===== config.mk =====
export PLATFORM = sky130hd
export DESIGN_NAME = state_sequencer
export DESIGN_NICKNAME = d
export VERILOG_FILES = /design/src/rtl/seq_pkg.sv /design/src/rtl/dwell_timer.sv /design/src/rtl/state_sequencer.sv
export SDC_FILE = /design/constraint.sdc
export NUM_CORES = 1
export LEC_CHECK = 0
export BUFFER_PORTS_ARGS = -buffer_cell sky130_fd_sc_hd__buf_2
export CAP_MARGIN = 20
export CORE_MARGIN = 2
export CORE_UTILIZATION = 38
export DETAILED_ROUTE_END_ITERATION = 16
export HOLD_SLACK_MARGIN = 0.12
export MAX_ROUTING_LAYER = met4
export PLACE_DENSITY = 0.68
export SETUP_SLACK_MARGIN = 0.05
export SYNTH_ARGS = -nofsm -noshare
export SYNTH_HDL_FRONTEND = slang
export SYNTH_SLANG_ARGS = --single-unit

===== constraint.sdc =====
create_clock -name fourtyfiveHz_clock -period 4.1 [get_ports fourtyfiveHz_clock]
set_input_delay 0.615 -clock fourtyfiveHz_clock [delete_from_list [all_inputs] [get_ports fourtyfiveHz_clock]]
set_output_delay 0.615 -clock fourtyfiveHz_clock [all_outputs]
set_load 0.03 [all_outputs]

===== src/rtl/seq_pkg.sv =====
// Shared definitions for the state sequencer and variable_clock: control FSM encoding,
// default dwell constants and the slow-state set.
package seq_pkg;

  localparam logic [1:0] FSM_IDLE   = 2'd0;
  localparam logic [1:0] FSM_RUN    = 2'd1;
  localparam logic [1:0] FSM_PAUSED = 2'd2;

  localparam logic [4:0] LAST_STATE_DEF = 5'd16;
  localparam logic [7:0] DWELL_FAST_DEF = 8'd45;
  localparam logic [7:0] DWELL_SLOW_DEF = 8'd135;

  // variable_clock keys its slow divider off this same membership test.
  function automatic logic is_slow(input logic [4:0] s);
    logic slow;
    case (s)
      5'd3, 5'd4, 5'd6, 5'd7, 5'd9, 5'd10, 5'd12, 5'd15: slow = 1'b1;
      default:                                             slow = 1'b0;
    endcase
    return slow;
  endfunction

endpackage


===== src/rtl/dwell_timer.sv =====
// Loadable 8-bit dwell down-counter. expired flags the last tick of a dwell, i.e. the
// cycle on which a decrement would take the count to zero.
module dwell_timer (
  input  logic       fourtyfiveHz_clock,
  input  logic       reset,
  input  logic       load,
  input  logic [7:0] load_val,
  input  logic       en,
  output logic       expired
);

  logic [7:0] count;

  always_ff @(posedge fourtyfiveHz_clock) begin
    if (reset) begin
      count <= 8'd0;
    end else if (load) begin
      count <= load_val;
    end else if (en && (count != 8'd0)) begin
      count <= count - 8'd1;
    end
  end

  assign expired = (count == 8'd1);

endmodule


===== src/rtl/state_sequencer.sv =====
// Steps state through 1..LAST_STATE with per-state dwell times, under start/pause/skip
// control, optionally looping. running/paused are direct decodes of the control FSM.
module state_sequencer
  import seq_pkg::*;
#(
  parameter logic [4:0] LAST_STATE = LAST_STATE_DEF,
  parameter logic [7:0] DWELL_FAST = DWELL_FAST_DEF,
  parameter logic [7:0] DWELL_SLOW = DWELL_SLOW_DEF
) (
  input  logic       fourtyfiveHz_clock,
  input  logic       reset,
  input  logic       start,
  input  logic       pause,
  input  logic       skip,
  input  logic       loop_en,
  output logic [4:0] state,
  output logic       slow_state,
  output logic       running,
  output logic       paused,
  output logic       done
);

  logic [1:0] fsm, fsm_n;
  logic [4:0] state_n;
  logic       done_n;
  logic       ld;
  logic [7:0] ld_val;
  logic       dec;
  logic       expired;

  function automatic logic [7:0] dwell_for(input logic [4:0] k);
    return is_slow(k) ? DWELL_SLOW : DWELL_FAST;
  endfunction

  dwell_timer u_dwell (
    .fourtyfiveHz_clock (fourtyfiveHz_clock),
    .reset              (reset),
    .load               (ld),
    .load_val           (ld_val),
    .en                 (dec),
    .expired            (expired)
  );

  always_comb begin
    fsm_n   = fsm;
    state_n = state;
    done_n  = 1'b0;
    ld      = 1'b0;
    ld_val  = 8'd0;
    dec     = 1'b0;
    case (fsm)
      FSM_IDLE: begin
        if (start) begin
          fsm_n   = FSM_RUN;
          state_n = 5'd1;
          ld      = 1'b1;
          ld_val  = dwell_for(5'd1);
        end
      end
      FSM_RUN: begin
        // pause outranks skip; skip and a natural expiry collapse into one advance.
        if (pause) begin
          fsm_n = FSM_PAUSED;
        end else if (skip || expired) begin
          ld = 1'b1;
          if (state == LAST_STATE) begin
            done_n = 1'b1;
            if (loop_en) begin
              state_n = 5'd1;
              ld_val  = dwell_for(5'd1);
            end else begin
              fsm_n   = FSM_IDLE;
              state_n = 5'd0;
              ld_val  = 8'd0;
            end
          end else begin
            state_n = state + 5'd1;
            ld_val  = dwell_for(state + 5'd1);
          end
        end else begin
          dec = 1'b1;
        end
      end
      FSM_PAUSED: begin
        if (pause) begin
          fsm_n = FSM_RUN;
        end
      end
      default: begin
        fsm_n   = FSM_IDLE;
        state_n = 5'd0;
        ld      = 1'b1;
      end
    endcase
  end

  always_ff @(posedge fourtyfiveHz_clock) begin
    if (reset) begin
      fsm   <= FSM_IDLE;
      state <= 5'd0;
      done  <= 1'b0;
    end else begin
      fsm   <= fsm_n;
      state <= state_n;
      done  <= done_n;
    end
  end

  assign slow_state = is_slow(state);
  assign running    = (fsm != FSM_IDLE);
  assign paused     = (fsm == FSM_PAUSED);

endmodule


# Yosys cells after proc, flatten, opt, wreduce, memory -nomap -nowiden
# Memories as Yosys holds them, arrays and structs flattened. A register that Yosys moved wholly into a read port is not among the register bits.
# Cells that the tools add are included.
# word_totals
reg_bits	16
romBits	32
input_bits	6
wordCells	69
memories	2
# op_classes
n_addsub	2
eq_ne	11
muxes	38
bitwise_logic	3
n_reduce_logical	9
# memory_table
name	words	width	read_ports	rd_ports_with_merged_regs	write_ports	line	source
(name not given)	16	1	1	1	0	seq_pkg.sv:16	case (s)
(name not given)	16	1	1	0	0	seq_pkg.sv:16	
# ops
cell	n
8-bit 2-to-1 mux	6
5-bit 2-to-1 mux	4
8-bit one-hot mux with 2 select lines	1
5-bit one-hot mux with 3 select lines	1
1-bit 2-to-1 mux	14
2-bit 2-to-1 mux	6
6-bit 2-to-1 mux	2
3-bit != test, second input constant	3
8-bit by 1-bit equality test with 1-bit output, second input constant	1
4-bit 2-to-1 mux	2
2-bit != test, second input constant	4
8-bit nonzero test	1
8-bit by 1-bit subtractor with 8-bit output, second input constant	1
2-bit one-hot mux with 3 select lines	1
5-bit by 1-bit adder with 5-bit output, second input constant	1
5-bit equality test, second input constant	1
5-bit AND reduction	1
4-bit AND reduction	1
2-bit nonzero test	2
4-bit OR reduction	1
1-bit NOT	3
1-bit one-hot mux with 3 select lines	1
2-bit by 1-bit equality test with 1-bit output, second input constant	1
2-bit equality test, second input constant	1
other kinds (3)	3

# Depth between registers and ports, before layout
# Gate-level depths: netlist of run 1.
# An unclocked memory read counts as a cell.
# depth
ltp_word	13
mapped_depth	11
depth_no_buf	9

# Modules after synthesis
# A second synthesis of run 1 with hierarchy kept.
# hier_totals
cells_unflattened	157
hier_area_um2	1273.7
# modules_own_cells
module	n_inst	cells_per_inst	area_per_inst_um2	seq_area_each_um2
state_sequencer	1	98	749.5	180.2
dwell_timer	1	59	524.3	160.2

# Worst setup path after synthesis of run 1
# OpenSTA, ideal clock, no wires.
# synth_timing
path_type	register to register
from	register state[0]
to	register u_dwell.count[5]
t_arrival_ps	2639
path_slack_ps	1335
path_stages_with_launch	11
period_less_slack_ps	2765
cell_sequence	dfxtp_1 -> clkbuf_1 -> inv_1 -> ha_1 -> xnor2_2 -> mux2i_1 -> mux2_2 -> a2111oi_4 -> o21ai_1 -> a311oi_1 -> nor3_1
# synth_via
elab_chain_len	13
# synth_rtl
element	line	source
start, declared	state_sequencer.sv:16	output logic [4:0] state,
start signal, assigned	state_sequencer.sv:104	state <= state_n;
5-bit by 1-bit adder with 5-bit output	state_sequencer.sv:78	ld_val = dwell_for(state + 5'd1);
memory read 16 x 1 bit	n/a	
1-bit 2-to-1 mux	seq_pkg.sv:16	
1-bit 2-to-1 mux	state_sequencer.sv:66	if (state == LAST_STATE) begin
1-bit 2-to-1 mux	state_sequencer.sv:64	end else if (skip || expired) begin
1-bit 2-to-1 mux	state_sequencer.sv:62	if (pause) begin
1-bit 2-to-1 mux	state_sequencer.sv:51	case (fsm)
8-bit 2-to-1 mux	state_sequencer.sv:32	return is_slow(k) ? DWELL_SLOW : DWELL_FAST;
8-bit 2-to-1 mux *	state_sequencer.sv:66	
8-bit 2-to-1 mux *	state_sequencer.sv:64	
8-bit 2-to-1 mux *	state_sequencer.sv:62	
8-bit one-hot mux with 2 select lines *	state_sequencer.sv:51	
8-bit 2-to-1 mux *	dwell_timer.sv:17	end else if (load) begin
end signal, assigned	dwell_timer.sv:18	count <= load_val;
end signal, assigned	dwell_timer.sv:20	count <= count - 8'd1;
end, declared	dwell_timer.sv:12	logic [7:0] count;
# Every way passes the cells marked *; elsewhere a longest branch is shown, timed or not. The select of a mux whose other input is x is not followed.
# A chain may end at the register's enable or synchronous reset.

# Final worst setup path of run 1
# Ends and elaborated chain as after synthesis.

==> impl_metrics.ini, run 1 <==
[sta]
tightest_slew_ns = 0.445
setup_tns_ns = 0
whs_ns = 0.542
period_needed_ns = 2.65
slew-limit-headroom = 0.701
max_freq_ghz = 0.378
post-route-period-util = 0.646
rsz0062_at_grt = no
drv_slew = 0
setup_viol = 0
hold_violations = 0
skew_ns = 0.00739

[synthesis]
async_reset_ff_frac = 0
synthAdderAreaFrac = 0.0409
synth_ff_type = dfxtp_1
synth_edf_count = 0
ys_types = 48
ys_seq_elements = 17
synthDominantCellAreaShare = 0.278
synthCells = 152
syn_area_mm2 = 0.00122
synth.area.mux_share = 0.0337
synth_top_family_by_area = simple AND/OR/NAND/NOR gates
netlist_top_cells_count = 17 x dfxtp_1, 17 x nor2_1, 11 x nand2_1, 11 x nor3_1
synthSimpleGateAreaFrac = 0.305
synth_top_area_cell = dfxtp_1
yosys_warnings = 0
yosys-top-cells-area = dfxtp_1 28%, nor2_1 5.2%, nor3_1 4.5%
syn_area_per_cell_um2 = 8.06
yosysSeqAreaShare = 0.278
yosys.area_share.xor_xnor = 0.0419
synth_fp_nets = 162
synth_compound_area_frac = 0.247

[floorplanning]
die_w_um = 60.8
num_rows = 20
die_h_um = 60.8
io_pins = 15
core_mm2 = 0.00305
initial_core_util = 0.401
dieArea_mm2 = 0.00369

[worst_setup_path]
max_stage_delay_ns = 0.53
cp-end-kind = flop
crit_path_start_kind = flop
critPathSlowestCell = dfxtp_1
critical_path_class = flop to flop
cp_max_fo = 11
path_cells = inv_1 -> ha_1 -> xnor2_2 -> mux2i_1 -> mux2_2 -> a2111oi_4 -> o21ai_1 -> a311oi_1 -> nor3_1
worstPathRequired_ns = 4.28
cp.arrival_ns = 2.83

[status]
status = finished, final reports clean

[pwr]
leakage_nw = 0.535
p_sw_mw = 0.161
p_per_area_mw_per_mm2 = 324
power.internal_mw = 0.274
power_frac_clock = 0.213
seqPwrFrac = 0.451
comb_power_share = 0.336
vdd_ir_drop_max_mv = 0.179
p_sw_frac = 0.369

[grt]
grt_pass1_vias = 1041
grt_max_degree = 17
grt_pass1_wl_mm = 4.75
grtUsageTotal = 0.177
grt.overflow.total = 0
antenna_found_initial = 0

[clock_network]
ctsResizeCount = 0
cts_tree = yes
cts_made_buffers = 3
clock_path_buffers = 2
cts-hold-fix-buffers = 0
clk_latency_ns = 0.29
clockRootBuffer = clkbuf_4
cts.clk_slew.worst_paths_ns = 0.11
clock-sinks = 17
htree_num_levels = 1
cts_setup_buffers = 0

[layout]
layout-drive-gt1-share = 0.185
nets = 173
final_util = 0.439
area_growth_pct = 9.50
antennaDiodeCount = 0

[routing]
routedWlPerCell_um = 14.0
vias = 1135
drtIter0Drc = 50
routed_wl_mm = 2.88
ant_nets = 0
drc = 0
dr.pass1.iters = 6
viasPerCell = 5.51

[placed_design]
dp_hpwl_mm = 2.13
gp_congestion = 0.893
portBuffers = 14

[flow_run]
cap_violations = 0

[min_path]
hold_path_class = flop to flop
-- cells in the final DEF (no fill, tap or decap), types with 3 or more instances in the layout --
| cell | Yosys | layout |
|---|---|---|
| clkbuf_4 | 0 | 3 |
| ha_1 | 4 | 4 |
| a211oi_1 | 5 | 5 |
| nand2b_1 | 3 | 3 |
| mux2i_1 | 3 | 3 |
| nor2b_1 | 3 | 3 |
| buf_2 | 3 | 14 |
| nor2_1 | 17 | 17 |
| o21ai_0 | 8 | 8 |
| a21oi_1 | 7 | 7 |
| dfxtp_1 | 17 | 17 |
| inv_1 | 8 | 8 |
| nor3_1 | 11 | 11 |
| a31oi_1 | 3 | 3 |
| nand2_1 | 11 | 11 |
| nand3_1 | 7 | 7 |
| and3_1 | 3 | 3 |
-- final timing paths --
kind | startpoint | endpoint | slack [ns] | depth (start not counted)
worst max-delay path | state[0] | u_dwell.count[5] | 1.45 | 9
worst min-delay path | u_dwell.count[1] | u_dwell.count[1] | 0.54 | 2
worst max register to register | state[0] | u_dwell.count[5] | 1.45 | 9
worst min register to register | u_dwell.count[1] | u_dwell.count[1] | 0.54 | 2
-- power by group through the flow --
stage          clock network (mW)  registers, mW  logic [mW]
5_1_grt                     0.108          0.198       0.162
2_1_floorplan                   0          0.195       0.120
3_5_place_dp                    0          0.200       0.144
4_1_cts                    0.0973          0.196       0.145
6_report                   0.0927          0.196       0.146
3_3_place_gp                    0          0.199       0.140
-- layout make-up --
cell class                 count  area [µm²]
clock buffer                   4        26.3
fill                         330        1710
inverter                       8        30.0
multi-input combinational    119         820
sequential                    17         340
tap                           44        55.1
timing repair buffer          14        70.1
-- critical path: cells and delay by family, from the launching register on --
kind	cells	cell delay, ns
compound gates	3	0.80
xor+xnor	1	0.26
fa+ha+maj	1	0.35
buf+inv	1	0.11
flops	1	0.53
mux	2	0.40
simple gates	1	0.07
-- cell families (layout without fill, tap and decap cells) --
logic type      count (synthesis)  in the layout
xor+xnor                        5              5
simple gates                   68             68
compound gates                 38             38
fa+ha+maj                       4              4
flops                          17             17
mux                             4              4
buf+inv                        16             26
-- per-stage QoR --
| stage | setup WS (ns) | cell area, µm² | total power [mW] | std cells |
|---|---|---|---|---|
| detailed placement | 1.47 | 1320 | 0.344 | 202 |
| finish | 1.45 | 1340 | 0.435 | 206 |
| global route | 1.29 | 1340 | 0.467 | 206 |
| floorplan | 1.33 | 1220 | 0.315 | 152 |
| global placement | 1.58 | 1320 | 0.339 | 202 |
| CTS | 1.46 | 1340 | 0.438 | 206 |
-- routing by layer --
| metal | vias to the layer above | global-route usage | wire, µm |
|---|---|---|---|
| met1 | 531 | 0.214 | 1370 |
| met3 | 4 | 0.0426 | 114 |
| met4 | 0 | 0.0435 | 33 |
| met5 | - | - | 0 |
| met2 | 27 | 0.296 | 1360 |
| li1 | 573 | - | - |
-- state kept, by name, summed over array words and instances (netlist names), named ones only --
signal / count
fsm: 2
done: 1
state: 5
u_dwell.count: 8
Note: power is estimated with default switching activity, not from simulation.
==> run 2: changes to the inputs <==
- PLACE_DENSITY: 0.68 -> 0.7
- clock period: 4.1 -> 2.3 ns (I/O delays scaled with it)
==> run 2 against run 1 <==
Compared with the run above: highest routed layer unchanged; non-clock buffer count grew 9; largest power group unchanged; critical path depth did not move; total power rose by 90%.
==> impl_metrics.ini, run 2 (synthesis gave the netlist of run 1 again) <==
[sta]
tightest_slew_ns = 0.572
post-route-period-util = 0.961
max_freq_ghz = 0.452
setup_viol = 0
drv_slew = 0
skew_ns = 0.00574
hold_violations = 0
slew-limit-headroom = 0.616
rsz0062_at_grt = yes
period_needed_ns = 2.21
setup_slack_ns = 0.0899

[worst_setup_path]
path_cells = inv_4 -> ha_4 -> xnor2_4 -> mux2i_1 -> mux2_4 -> a2111oi_4 -> o21ai_2 -> a311oi_1 -> nor3_1
max_stage_delay_ns = 0.40
critPathTopFamily = compound AO/OA/AOI/OAI gates
crit_path_start_kind = flop
critPathBufInv = 1
cp_max_fo = 6
cp.arrival_ns = 2.39
cp-end-kind = flop
worstPathRequired_ns = 2.48
critPathSlowestCell = dfxtp_4
critical_path_class = flop to flop

[flow_run]
cap_violations = 0

[clock_network]
clock-sinks = 17
cts_made_buffers = 3
clock_path_buffers = 2
cts.clk_slew.worst_paths_ns = 0.11
cts_tree = yes
clockRootBuffer = clkbuf_4
htree_num_levels = 1
cts-hold-fix-buffers = 0
clk_latency_ns = 0.29

[floorplanning]
dieArea_mm2 = 0.00369
num_rows = 20
initial_core_util = 0.401
die_h_um = 60.8
core_mm2 = 0.00305
io_pins = 15
die_w_um = 60.8

[layout]
fillCellCount = 335
largest_register = u_dwell.count
layout-drive-gt1-share = 0.281
largest_registers = u_dwell.count (8), state (5), fsm (2)
final_cell_mix = 17 x nor2_1, 15 x dfxtp_1, 14 x buf_2, 11 x nand2_1, 9 x nor3_1
area_growth_pct = 21.9
final_util = 0.489
antennaDiodeCount = 0
nets = 182
largest_register_ffs = 8
layout_commonest_cell = nor2_1

[routing]
vias = 1185
ant_nets = 0
viasPerCell = 5.51
routed_wl_mm = 3.06
dr.pass1.iters = 4
drtIter0Drc = 60
routedWlPerCell_um = 14.2
drc = 0

[grt]
grt_pass1_vias = 1090
antenna_found_initial = 0
grt_max_degree = 17
grt.overflow.total = 0
grt_pass1_wl_mm = 4.84
grtUsageTotal = 0.178

[placed_design]
gp_congestion = 0.896
portBuffers = 14
dp_hpwl_mm = 2.20
post-place-ws_ns = 0.0911

[pwr]
p_per_area_mw_per_mm2 = 554
vdd_ir_drop_max_mv = 0.293
leakage_nw = 0.624

[min_path]
hold_path_class = input port to flop

[status]
status = finished, final reports clean
run 2: cell types whose count changed in the layout (fill, tap and decap cells not counted), moves of 2 or more:
cell            before  now
buf_4                0    7
a211oi_1             5    3
a211oi_2             0    2
dfxtp_1             17   15
dfxtp_4              0    2
dlymetal6s2s_1       0    2
inv_1                8    6
nor3_1              11    9
nor3_2               0    2
run 2: timing repair:
item	in CTS	in global routing
endpoints found under the hold margin	0	0
setup buffers	0	4
setup endpoints to repair	1	7
gates resized for setup	1	9
pin swaps	0	6
run 2: final timing paths:
kind                    start          endpoint  slack (ns)  depth (start not counted)
max                  state[1]  u_dwell.count[5]        0.09                          9
min                     reset          state[3]        0.41                          2
max reg2reg          state[1]  u_dwell.count[5]        0.09                          9
min reg2reg  u_dwell.count[1]  u_dwell.count[1]        0.54                          2
run 2: where the power goes:
| group | total, mW | leakage [nW] | internal, mW | switching [mW] |
|---|---|---|---|---|
| registers | 0.347 | 0.140 | 0.316 | 0.0312 |
| clock network | 0.168 | 0.0139 | 0.0661 | 0.102 |
| logic | 0.311 | 0.470 | 0.133 | 0.178 |
run 2: area by class of cell:
| class | count | area [µm²] | share of cell area |
|---|---|---|---|
| Timing Repair Buffer | 23 | 148 | 0.0989 |
| Clock inverter | 1 | 7.51 | 0.00503 |
| Multi-Input combinational cell | 119 | 880 | 0.589 |
| Sequential cell | 17 | 348 | 0.233 |
| Tap cell | 44 | 55.1 | 0.0369 |
| Inverter | 8 | 32.5 | 0.0218 |
| Clock buffer | 3 | 22.5 | 0.0151 |
run 2: through the flow:
step | power (mW) | hold slack (ns) | instance area [µm²] | setup TNS, ns | std cells
6_report | 0.827 | 0.414 | 1490 | 0 | 215
5_1_grt | 0.877 | 0.415 | 1490 | -0.0509 | 215
4_1_cts | 0.805 | 0.406 | 1420 | 0 | 211
3_5_place_dp | 0.630 | 0.525 | 1390 | 0 | 207
3_3_place_gp | 0.620 | 0.515 | 1390 | 0 | 207
2_1_floorplan | 0.577 | 0.491 | 1270 | 0 | 152
run 2: worst reg2reg max path: stages (launching register included):
cell	delay [ns]
dfxtp_4	0.40
inv_4	0.04
ha_4	0.25
xnor2_4	0.20
mux2i_1	0.11
mux2_4	0.28
a2111oi_4	0.38
o21ai_2	0.14
a311oi_1	0.21
nor3_1	0.07
run 2: metal layers:
metal	vias to the layer above	GRT usage	wire length (µm)
li1	586	-	-
met1	573	0.227	1380
met2	22	0.298	1550
met3	4	0.0213	96
met4	0	0.0497	29
met5	-	-	0
==> run 3: changes to the inputs <==
- CORE_UTILIZATION: 38 -> 51
- PLACE_DENSITY: 0.7 -> 0.86
==> run 3 against run 2 <==
Compared with the run above: first-iteration DRC count fell by 37%; total power fell by 0.46%; combinational power down 3%; final area fell by 3.1%; sequential cell count unchanged; largest power group unchanged; critical path type unchanged; largest cell class unchanged.
==> impl_metrics.ini, run 3 (synthesis gave the netlist of run 1 again) <==
[grt]
grt_pass1_vias = 1120
grt_max_degree = 12
grt.overflow.total = 0
grtUsageTotal = 0.248
antenna_found_initial = 0
grt_pass1_wl_mm = 4.88

[clock_network]
cts_made_buffers = 3
clk_latency_ns = 0.31
htree_num_levels = 1
cts_tree = yes
cts.clk_slew.worst_paths_ns = 0.11
cts-hold-fix-buffers = 0
clockRootBuffer = clkbuf_4
clock_path_buffers = 2
clock-sinks = 17

[layout]
layout-drive-gt1-share = 0.292
final_util = 0.648
nets = 182
largest_register_ffs = 8
largest_registers = u_dwell.count (8), state (5), fsm (2)
area_growth_pct = 18.1
layout_commonest_cell = nor2_1
final_cell_mix = 17 x nor2_1, 14 x buf_2, 12 x dfxtp_1, 11 x nand2_1, 11 x nor3_1
largest_register = u_dwell.count
layout.cells.non_filler = 199
antennaDiodeCount = 0
fillCellCount = 205

[pwr]
comb_power_share = 0.366
leakage_nw = 0.594
p_sw_frac = 0.383
seqPwrFrac = 0.427
p_per_area_mw_per_mm2 = 569
vdd_ir_drop_max_mv = 0.417
power.internal_mw = 0.507
power_frac_clock = 0.207
p_sw_mw = 0.316

[placed_design]
dp.cells = 191
portBuffers = 14
post-place-ws_ns = 0.105
gp_congestion = 0.844
dp_hpwl_mm = 2.24

[flow_run]
cap_violations = 0

[sta]
setup_slack_ns = 0.147
setup_tns_ns = 0
skew_ns = 0.00657
hold_violations = 0
slew-limit-headroom = 0.544
tightest_slew_ns = 0.679
setup_viol = 0
drv_slew = 0
rsz0062_at_grt = no
period_needed_ns = 2.15
post-route-period-util = 0.936
max_freq_ghz = 0.465

[floorplanning]
io_pins = 15
initial_core_util = 0.548
core_mm2 = 0.00223
die_h_um = 53.0
num_rows = 17
die_w_um = 53.0
dieArea_mm2 = 0.00281

[worst_setup_path]
cp.depth = 9
cp-startpoint = state[1]
max_stage_delay_ns = 0.40
r2r_end = u_dwell.count[5]
critical_path_class = flop to flop
critPathTopFamily = compound AO/OA/AOI/OAI gates
rr_startpoint = state[1]
r2r_slack_ns = 0.15
cp-end-kind = flop
critPathBufInv = 1
reg2reg_depth = 9
worstPathRequired_ns = 2.50
crit_end = u_dwell.count[5]
crit_path_start_kind = flop
cp.arrival_ns = 2.35
path_cells = inv_1 -> ha_4 -> xnor2_4 -> mux2i_1 -> mux2_2 -> a2111oi_4 -> o21ai_2 -> a311oi_2 -> nor3_1
critPathSlowestCell = dfxtp_4
cp_max_fo = 8

[min_path]
whs_path_depth = 2
hold_path_class = input port to flop

[routing]
ant_nets = 0
drtIter0Drc = 38
viasPerCell = 6.16
dr.pass1.iters = 4
routedWlPerCell_um = 15.7
drc = 0
routed_wl_mm = 3.13
vias = 1225

[status]
status = finished, final reports clean
-- run 3: cell types whose count changed in the layout (fill, tap and decap cells not counted), sizes merged --
cell,before,now
buf,21,22
clkbuf,3,4
clkinv,0,1
clkinvlp,1,0
dlymetal6s2s,2,0
-- run 3: per-stage QoR --
step | hold slack (ns) | cell area, µm² | power, mW
after floorplan | 0.491 | 1270 | 0.577
after global placement | 0.503 | 1370 | 0.615
after detailed placement | 0.512 | 1370 | 0.629
after CTS | 0.320 | 1390 | 0.793
after global routing | 0.322 | 1450 | 0.867
final | 0.314 | 1450 | 0.823
-- run 3: worst min-delay path by stage --
stage	startpoint	slack, ns	to
final	reset	0.31	fsm[0]
after global routing	reset	0.32	fsm[0]
after CTS	reset	0.32	fsm[0]
after detailed placement	u_dwell.count[1]	0.51	u_dwell.count[1]
after global placement	u_dwell.count[1]	0.50	u_dwell.count[1]
after floorplan	u_dwell.count[1]	0.49	u_dwell.count[1]
-- run 3: what timing repair did --
item / 4_1_cts / 5_1_grt
endpoints found under the setup margin: 0 / 4
gates resized for setup: 0 / 8
setup buffers: 0 / 4
-- run 3: final cells by class --
class                   count  area [µm²]  share of cell area
well taps                  28        35.0              0.0242
clock buffers               3        22.5              0.0156
inverters                   8        30.0              0.0208
clock inverters             1        5.00             0.00346
multi-input cells         119         867               0.599
repair buffers             23         135              0.0934
flip-flops and latches     17         352               0.243
-- run 3: metal layers --
metal	vias up	share of wire	track usage
met5	-	0	-
met4	0	0.030	0.141
met3	12	0.048	0.0254
met2	43	0.51	0.419
met1	580	0.41	0.286
li1	590	-	-
-- run 3: power groups by stage --
stage | registers [mW] | clock network [mW] | logic (mW)
detailed placement | 0.358 | 0 | 0.271
global placement | 0.355 | 0 | 0.260
CTS | 0.351 | 0.170 | 0.272
finish | 0.352 | 0.170 | 0.301
global route | 0.354 | 0.183 | 0.330
floorplan | 0.349 | 0 | 0.228
